**config.mk**
```make
export PLATFORM = sky130hd
export DESIGN_NAME = pipe_reg_chain
export DESIGN_NICKNAME = d
export VERILOG_FILES = /design/src/rtl/pipe_reg_chain.sv
export SDC_FILE = /design/constraint.sdc
export NUM_CORES = 1
export LEC_CHECK = 0
export BUFFER_PORTS_ARGS = -buffer_cell sky130_fd_sc_hd__buf_2
export CORE_UTILIZATION = 45
export DETAILED_ROUTE_END_ITERATION = 7
export HOLD_SLACK_MARGIN = 0.08
export MAX_ROUTING_LAYER = met4
export PLACE_DENSITY = 0.82
export SLEW_MARGIN = 25
export SYNTH_ARGS = -nofsm -noshare
export SYNTH_HDL_FRONTEND = slang
export SYNTH_SLANG_ARGS = --single-unit
```
**constraint.sdc**
```tcl
create_clock -name clk -period 1.5 [get_ports clk]
set_input_delay 0.15 -clock clk [delete_from_list [all_inputs] [get_ports clk]]
set_output_delay 0.15 -clock clk [all_outputs]
set_load 0.01 [all_outputs]
```
**src/rtl/pipe_reg_chain.sv**
```systemverilog
// ============================================================================
// Module   : pipe_reg_chain
// Brief    : Elastic DEPTH-stage valid/ready pipeline register with flush and
//            occupancy count.
// Revision : 1.0 - initial release
// ============================================================================
`default_nettype none

module pipe_reg_chain #(
    parameter int               WIDTH   = 32,
    parameter int               DEPTH   = 1,
    parameter logic [WIDTH-1:0] RST_VAL = '0
) (
    input  logic                       clk,
    input  logic                       rst,
    input  logic                       flush,
    input  logic                       in_valid,
    output logic                       in_ready,
    input  logic [WIDTH-1:0]           in_data,
    output logic                       out_valid,
    input  logic                       out_ready,
    output logic [WIDTH-1:0]           out_data,
    output logic [$clog2(DEPTH+1)-1:0] occupancy
);

    localparam int OCC_W = $clog2(DEPTH + 1);

    logic [DEPTH-1:0] w_valid;
    logic [WIDTH-1:0] w_data [DEPTH];
    logic [DEPTH-1:0] w_move;
    logic [OCC_W-1:0] r_occ;
    logic             w_in_xfer;
    logic             w_out_xfer;

    // A stage may load when it is empty or its contents move on; this lets
    // bubbles collapse even while the tail is stalled.
    assign w_move[DEPTH-1] = ~w_valid[DEPTH-1] | out_ready;

    generate
        for (genvar i = 0; i < DEPTH - 1; i++) begin : g_move
            assign w_move[i] = ~w_valid[i] | w_move[i+1];
        end
    endgenerate

    generate
        for (genvar i = 0; i < DEPTH; i++) begin : g_stage
            logic             w_src_valid;
            logic [WIDTH-1:0] w_src_data;
            logic             r_v;
            logic [WIDTH-1:0] r_d;

            if (i == 0) begin : g_head
                assign w_src_valid = in_valid;
                assign w_src_data  = in_data;
            end else begin : g_body
                assign w_src_valid = w_valid[i-1];
                assign w_src_data  = w_data[i-1];
            end

            always_ff @(posedge clk or negedge rst) begin
                if (!rst) begin
                    r_v <= 1'b0;
                    r_d <= RST_VAL;
                end else if (flush) begin
                    r_v <= 1'b0;
                    r_d <= RST_VAL;
                end else if (w_move[i]) begin
                    r_v <= w_src_valid;
                    if (w_src_valid) begin
                        r_d <= w_src_data;
                    end
                end
            end

            assign w_valid[i] = r_v;
            assign w_data[i]  = r_d;
        end
    endgenerate

    assign in_ready   = w_move[0] & ~flush;
    assign out_valid  = w_valid[DEPTH-1];
    assign out_data   = w_data[DEPTH-1];
    assign w_in_xfer  = in_valid & in_ready;
    assign w_out_xfer = out_valid & out_ready;

    always_ff @(posedge clk or negedge rst) begin
        if (!rst) begin
            r_occ <= '0;
        end else if (flush) begin
            r_occ <= '0;
        end else begin
            r_occ <= r_occ + OCC_W'(w_in_xfer) - OCC_W'(w_out_xfer);
        end
    end

    assign occupancy = r_occ;

endmodule

`default_nettype wire

```
==> flow_summary_export.csv, run 1 <==
group,metric,value,unit
sta,timing.fmax,709,MHz
placement,port_buffers,71,
layout,fill_cells,230,
sta,rsz0062_at_grt,"no",
sta,worst_slew_margin_rel,69.3,%
sta,hold_viol_final,0,
min_path,min_to,"occupancy",
synth,syn_inst,158,
layout,layout-drive-gt1-share,34.0,%
critical_path,cp_cell_sequence,"and2b_1 > buf_6 > nor2_1 > buf_2",
pwr,p_comb_share,20.2,%
critical_path,crit_arrival,1.26,ns
clock_network,cts.clk_slew.worst_paths,0.10,ns
clock_network,clock_latency,0.33,ns
floorplan,fp.dieW,59.3,um
critical_path,reg2reg_from,"out_valid",
floorplan,initial_core_util,47.9,%
route,topRoutingLayerUsed,"met4",
clock_network,clock_sinks,34,
min_path,hold_path.class,"in2reg",
pwr,seqPwrFrac,52.2,%
layout,final_cell_mix,"buf_2, a21oi_1, dfrtp_1",
critical_path,end_kind,"output port",
placement,gp_congestion,0.785,
min_path,min_from,"out_ready",
critical_path,cp_max_fo,15,
sta,setup_tns,0,ns
critical_path,cp_top_family,"flip-flops",
synth,ys_warn_count,0,
critical_path,crit_type,"reg2out",
floorplan,rows,20,
floorplan,core_area,3080,um2
route,antenna_left,0,
clock_network,cts_tree,"built",
clock_network,cts_buffer_depth,2,
status,status,"finished, final reports clean",
layout,n_antenna_cell,0,
run,maxCapViolCount,0,
synth,syn-num-nets,195,
route,drtIter0Drc,138,
critical_path,worstRegToRegCells,5,
sta,period_needed,1.41,ns
synth,syn_area,1480,um2
global_routing,overflow,0,
clock_network,htree_levels,2,
floorplan,die_h,59.3,um
placement,dp_hpwl,2540,um
critical_path,cp_num_buf_inv,2,
synth,yosysUniqueCellTypes,14,
sta,setup_viol,0,
critical_path,reg2reg_to,"out_data[26]",
floorplan,pin_count,72,
route,firstDrtPassIters,4,
route,finalWirelength,4280,um
critical_path,cp.required,1.35,ns
route,drc_errors,0,
global_routing,grt_usage,27.0,%
pwr,power.switching,0.517,mW
critical_path,rrSetupSlack,0.33,ns
synth,avgSynthCellArea,9.34,um2
pwr,pwr-share-clk,27.6,%
route,wl_per_cell,14.0,um
pwr,irDropWorstVdd,0.552,mV
critical_path,startpoint_type,"flip-flop",
sta,clock_skew,0.00576,ns
clock_network,cts_root_buf,"clkbuf_4",
sta,min_period_over_period,94.0,%
pwr,powerDensity,833,nW/um2
route,wl_met1,1740,um
pwr,power_switching_share,27.2,%
layout,areaGrowthSynthToFinish,54.6,%
route,vias_per_cell,5.26,
critical_path,max_stage_delay,0.38,ns
critical_path,worst_path_max_delay_cell,"dfrtp_1",
global_routing,antenna_found_initial,0,
sta,slew_violations,0,
global_routing,grt_pass1_vias,1543,
sta,worst_slew_pin_slew,0.460,ns
pwr,intPower,1.38,mW
global_routing,grt_pass1_wl,6730,um
route,route.met3.wl,269,um
layout,final_common_cell,"buf_2",
global_routing,grt_max_degree,34,
pwr,finalPower,1.90,mW
min_path,holdPathStages,4,
route,via_count,1609,
floorplan,die-area,3510,um2
pwr,leakagePower,1.15,nW
clock_network,cts_made_buffers,5,
layout,layout.nets,298,
synth,synth.ff_latch_count,34,
route,wl_met2,2180,um
synth,seq_area_frac_synth,57.7,%
-- per-layer routing --
metal / vias to the layer above / global-route usage [%]
li1: 766 / -
met5: - / -
met1: 766 / 31.0
met3: 15 / 8.95
met4: 0 / 12.2
met2: 62 / 42.7
-- flip-flops by register name, summed over array words and instances (netlist names) --
name / flops
occupancy: 1
out_data: 32
out_valid: 1
-- cell type report --
class	count	area, um2	share of cell area [%]
flip-flops and latches	34	851	37.3
repair buffers	114	777	34.1
multi-input cells	105	534	23.4
clock buffers	7	55.1	2.41
well taps	44	55.1	2.41
clock inverters	1	5.00	0.219
inverters	1	3.75	0.165
-- cells by family after synthesis --
logic type	Yosys count	synth area share, %
flops	34	57.7
buf+inv	19	6.11
compound gates	67	22.9
simple gates	38	13.3
-- per-stage QoR --
step	setup WS [ns]	utilization, %	hold slack (ns)	cell area, um2	std cells
CTS	0.0487	73.7	0.0824	2270	305
finish	0.0893	74.1	0.193	2280	306
global route	0.0146	74.1	0.205	2280	306
global placement	0.397	61.1	0.110	1880	264
detailed placement	0.325	61.1	0.112	1880	264
floorplan	0.376	-	-0.146	1480	158
-- power groups by stage --
stage	Sequential [mW]	Clock (mW)	Combinational, mW
finish	0.992	0.525	0.383
global route	0.999	0.594	0.421
CTS	0.992	0.530	0.377
detailed placement	1.01	0	0.310
global placement	1.01	0	0.303
floorplan	1.04	0	0.129
-- worst max path at each step --
stage / startpoint / endpoint / slack, ns / cells after the start
after floorplan: out_valid / out_data[24] / 0.38 / 4
after global placement: out_valid / in_ready / 0.40 / 4
after detailed placement: out_valid / out_data[26] / 0.32 / 4
after CTS: out_valid / in_ready / 0.05 / 4
after global routing: out_valid / in_ready / 0.01 / 4
final: out_valid / in_ready / 0.09 / 4
-- cell usage after synthesis (all sizes together) --
library cell   n  area, um2
dfrtp         34        851
and2b          1       7.51
inv            1       3.75
nand3b         1       7.51
clkbuf         6       26.3
buf           12       60.1
o21ai         32        160
a21oi         34        170
nand3         33        165
a21o           1       7.51
nor2           1       3.75
nand2b         2       12.5
-- repair_timing --
item,CTS,global route
buffers inserted,1,0
hold buffers,32,1
gates resized for setup,0,1
endpoints found under the setup margin,1,1
cloned,0,0
endpoints found under the hold margin,65,1
-- tightest hold or removal path: stages --
cell      delay, ns
buf_2          0.09
nand3b_1       0.09
nand3_1        0.09
a21oi_1        0.06
Note: power is estimated with default switching activity, not from simulation.
==> run 2: changes to the inputs <==
--- a/config.mk
+++ b/config.mk
@@ -11,6 +11,7 @@
 export HOLD_SLACK_MARGIN = 0.08
 export MAX_ROUTING_LAYER = met4
 export PLACE_DENSITY = 0.82
+export SETUP_SLACK_MARGIN = 0.1
 export SLEW_MARGIN = 25
 export SYNTH_ARGS = -nofsm -noshare
 export SYNTH_HDL_FRONTEND = slang
==> run 2 against run 1 <==
Against the previous run:
- sequential power hardly changed
- cell area is 1.3% higher
- critical endpoint unchanged
- routed wire length is 1.8% higher
- via count is 1.7% higher
- sequential share of layout area is 0.46 points lower
- global-route usage is 0.096 points higher
- fmax is 5.7% higher
- sequential cell count stayed put
==> flow_summary_export.csv, run 2 (synthesis gave the netlist of run 1 again) <==
group,metric,value,unit
status,status,"finished, final reports clean",
route,via_count,1637,
route,drtIter0Drc,116,
sta,holdWs,0.194,ns
layout,areaGrowthSynthToFinish,56.6,%
global_routing,antenna_found_initial,0,
layout,final_common_cell,"buf_2",
global_routing,grt_pass1_vias,1543,
clock_network,clock_latency,0.33,ns
placement,gp_congestion,0.785,
layout,final_util,75.0,%
critical_path,crit_arrival,1.18,ns
min_path,holdPathStages,4,
global_routing,grt_max_degree,34,
layout,instances_no_fill,308,
clock_network,cts_made_buffers,5,
clock_network,cts_tree,"built",
critical_path,cp.required,1.35,ns
floorplan,rows,20,
sta,period_needed,1.33,ns
critical_path,worst_path_max_delay_cell,"dfrtp_1",
critical_path,max_stage_delay,0.38,ns
floorplan,die-area,3510,um2
min_path,hold_path.class,"in2reg",
sta,setup_tns,0,ns
route,wl_per_cell,14.2,um
critical_path,end_kind,"output port",
critical_path,cp_cell_sequence,"and2b_1 > buf_6 > nor2_4 > buf_6",
floorplan,pin_count,72,
critical_path,startpoint_type,"flip-flop",
layout,largest_reg_flops,32,
sta,rsz0062_at_grt,"yes",
min_path,min_from,"out_ready",
sta,worst_slew_margin_rel,68.8,%
sta,clock_skew,0.00634,ns
critical_path,crit_top_cell,"buf_6",
pwr,leakagePower,1.16,nW
clock_network,htree_levels,2,
route,firstDrtPassIters,4,
sta,timing.fmax,749,MHz
global_routing,overflow,0,
route,drc_errors,0,
critical_path,worstRegToRegCells,5,
sta,min_period_over_period,89.0,%
min_path,min_to,"occupancy",
route,vias_per_cell,5.31,
clock_network,cts_buffer_depth,2,
sta,hold_viol_final,0,
floorplan,initial_core_util,47.9,%
placement,port_buffers,71,
placement,dp_hpwl,2540,um
placement,dpl.cell_count,264,
critical_path,rrSetupSlack,0.23,ns
floorplan,core_area,3080,um2
run,maxCapViolCount,0,
sta,worst_slew_pin_slew,0.468,ns
critical_path,crit_type,"reg2out",
layout,fill_cells,226,
route,finalWirelength,4360,um
critical_path,reg2reg_to,"out_data[26]",
layout,layout.nets,300,
global_routing,grt_usage,27.1,%
pwr,powerDensity,827,nW/um2
critical_path,cp_max_fo,2,
pwr,irDropWorstVdd,0.560,mV
clock_network,clock_sinks,34,
global_routing,grt_pass1_wl,6760,um
route,antenna_left,0,
layout,layout-drive-gt1-share,34.8,%
clock_network,cts.clk_slew.worst_paths,0.10,ns
sta,slew_violations,0,
floorplan,fp.dieW,59.3,um
critical_path,reg2reg_from,"out_valid",
floorplan,die_h,59.3,um
layout,n_antenna_cell,0,
sta,setup_viol,0,
layout,final_cell_mix,"buf_2, a21oi_1, dfrtp_1",
clock_network,cts_root_buf,"clkbuf_4",
[run 2: cell types whose count changed in the layout (fill, tap and decap cells not counted), sizes merged]
cell / previous run / this run
buf: 81 / 83
[run 2: how the worst max path moves through the flow]
stage / slack [ns] / start / to
CTS: 0.12 / out_valid / in_ready
global placement: 0.40 / out_valid / in_ready
detailed placement: 0.32 / out_valid / out_data[26]
floorplan: 0.38 / out_valid / out_data[24]
global route: 0.1 / out_valid / in_ready
finish: 0.17 / out_valid / in_ready
[run 2: report_power, final]
group / internal [mW] / switching (mW)
Clock: 0.227 / 0.298
Combinational: 0.195 / 0.198
Sequential: 0.967 / 0.0254
[run 2: per-stage QoR]
step | total power [mW] | setup slack, ns | cell area (um2)
final | 1.91 | 0.165 | 2310
after global routing | 2.02 | 0.0991 | 2310
after CTS | 1.90 | 0.119 | 2280
after detailed placement | 1.32 | 0.325 | 1880
after global placement | 1.31 | 0.397 | 1880
after floorplan | 1.16 | 0.376 | 1480
[run 2: repair_timing]
| action | 4_1_cts | 5_1_grt |
|---|---|---|
| resized for setup | 1 | 3 |
| hold endpoints to repair | 65 | 1 |
| buffers inserted | 2 | 1 |
| endpoints found under the setup margin | 1 | 1 |
| hold buffers | 32 | 1 |
[run 2: critical path, delay by kind of cell (launching register included)]
kind | cells | cell delay (ns)
AND/OR/NAND/NOR | 2 | 0.25
buffers and inverters | 2 | 0.22
flip-flops | 1 | 0.38
[run 2: final cells by class]
cell class	instances	area (um2)	share of cell area (%)
Clock buffer	7	55.1	2.38
Tap cell	44	55.1	2.38
Inverter	1	3.75	0.163
Sequential cell	34	851	36.8
Clock inverter	1	5.00	0.217
Timing Repair Buffer	116	798	34.6
Multi-Input combinational cell	105	542	23.5
[run 2: routing by layer]
metal	vias up	share of wire (%)	global-route usage (%)
li1	770	-	-
met3	12	7.1	8.95
met2	76	51	42.5
met5	-	0	-
met1	779	40	31.4
met4	0	2.0	12.2
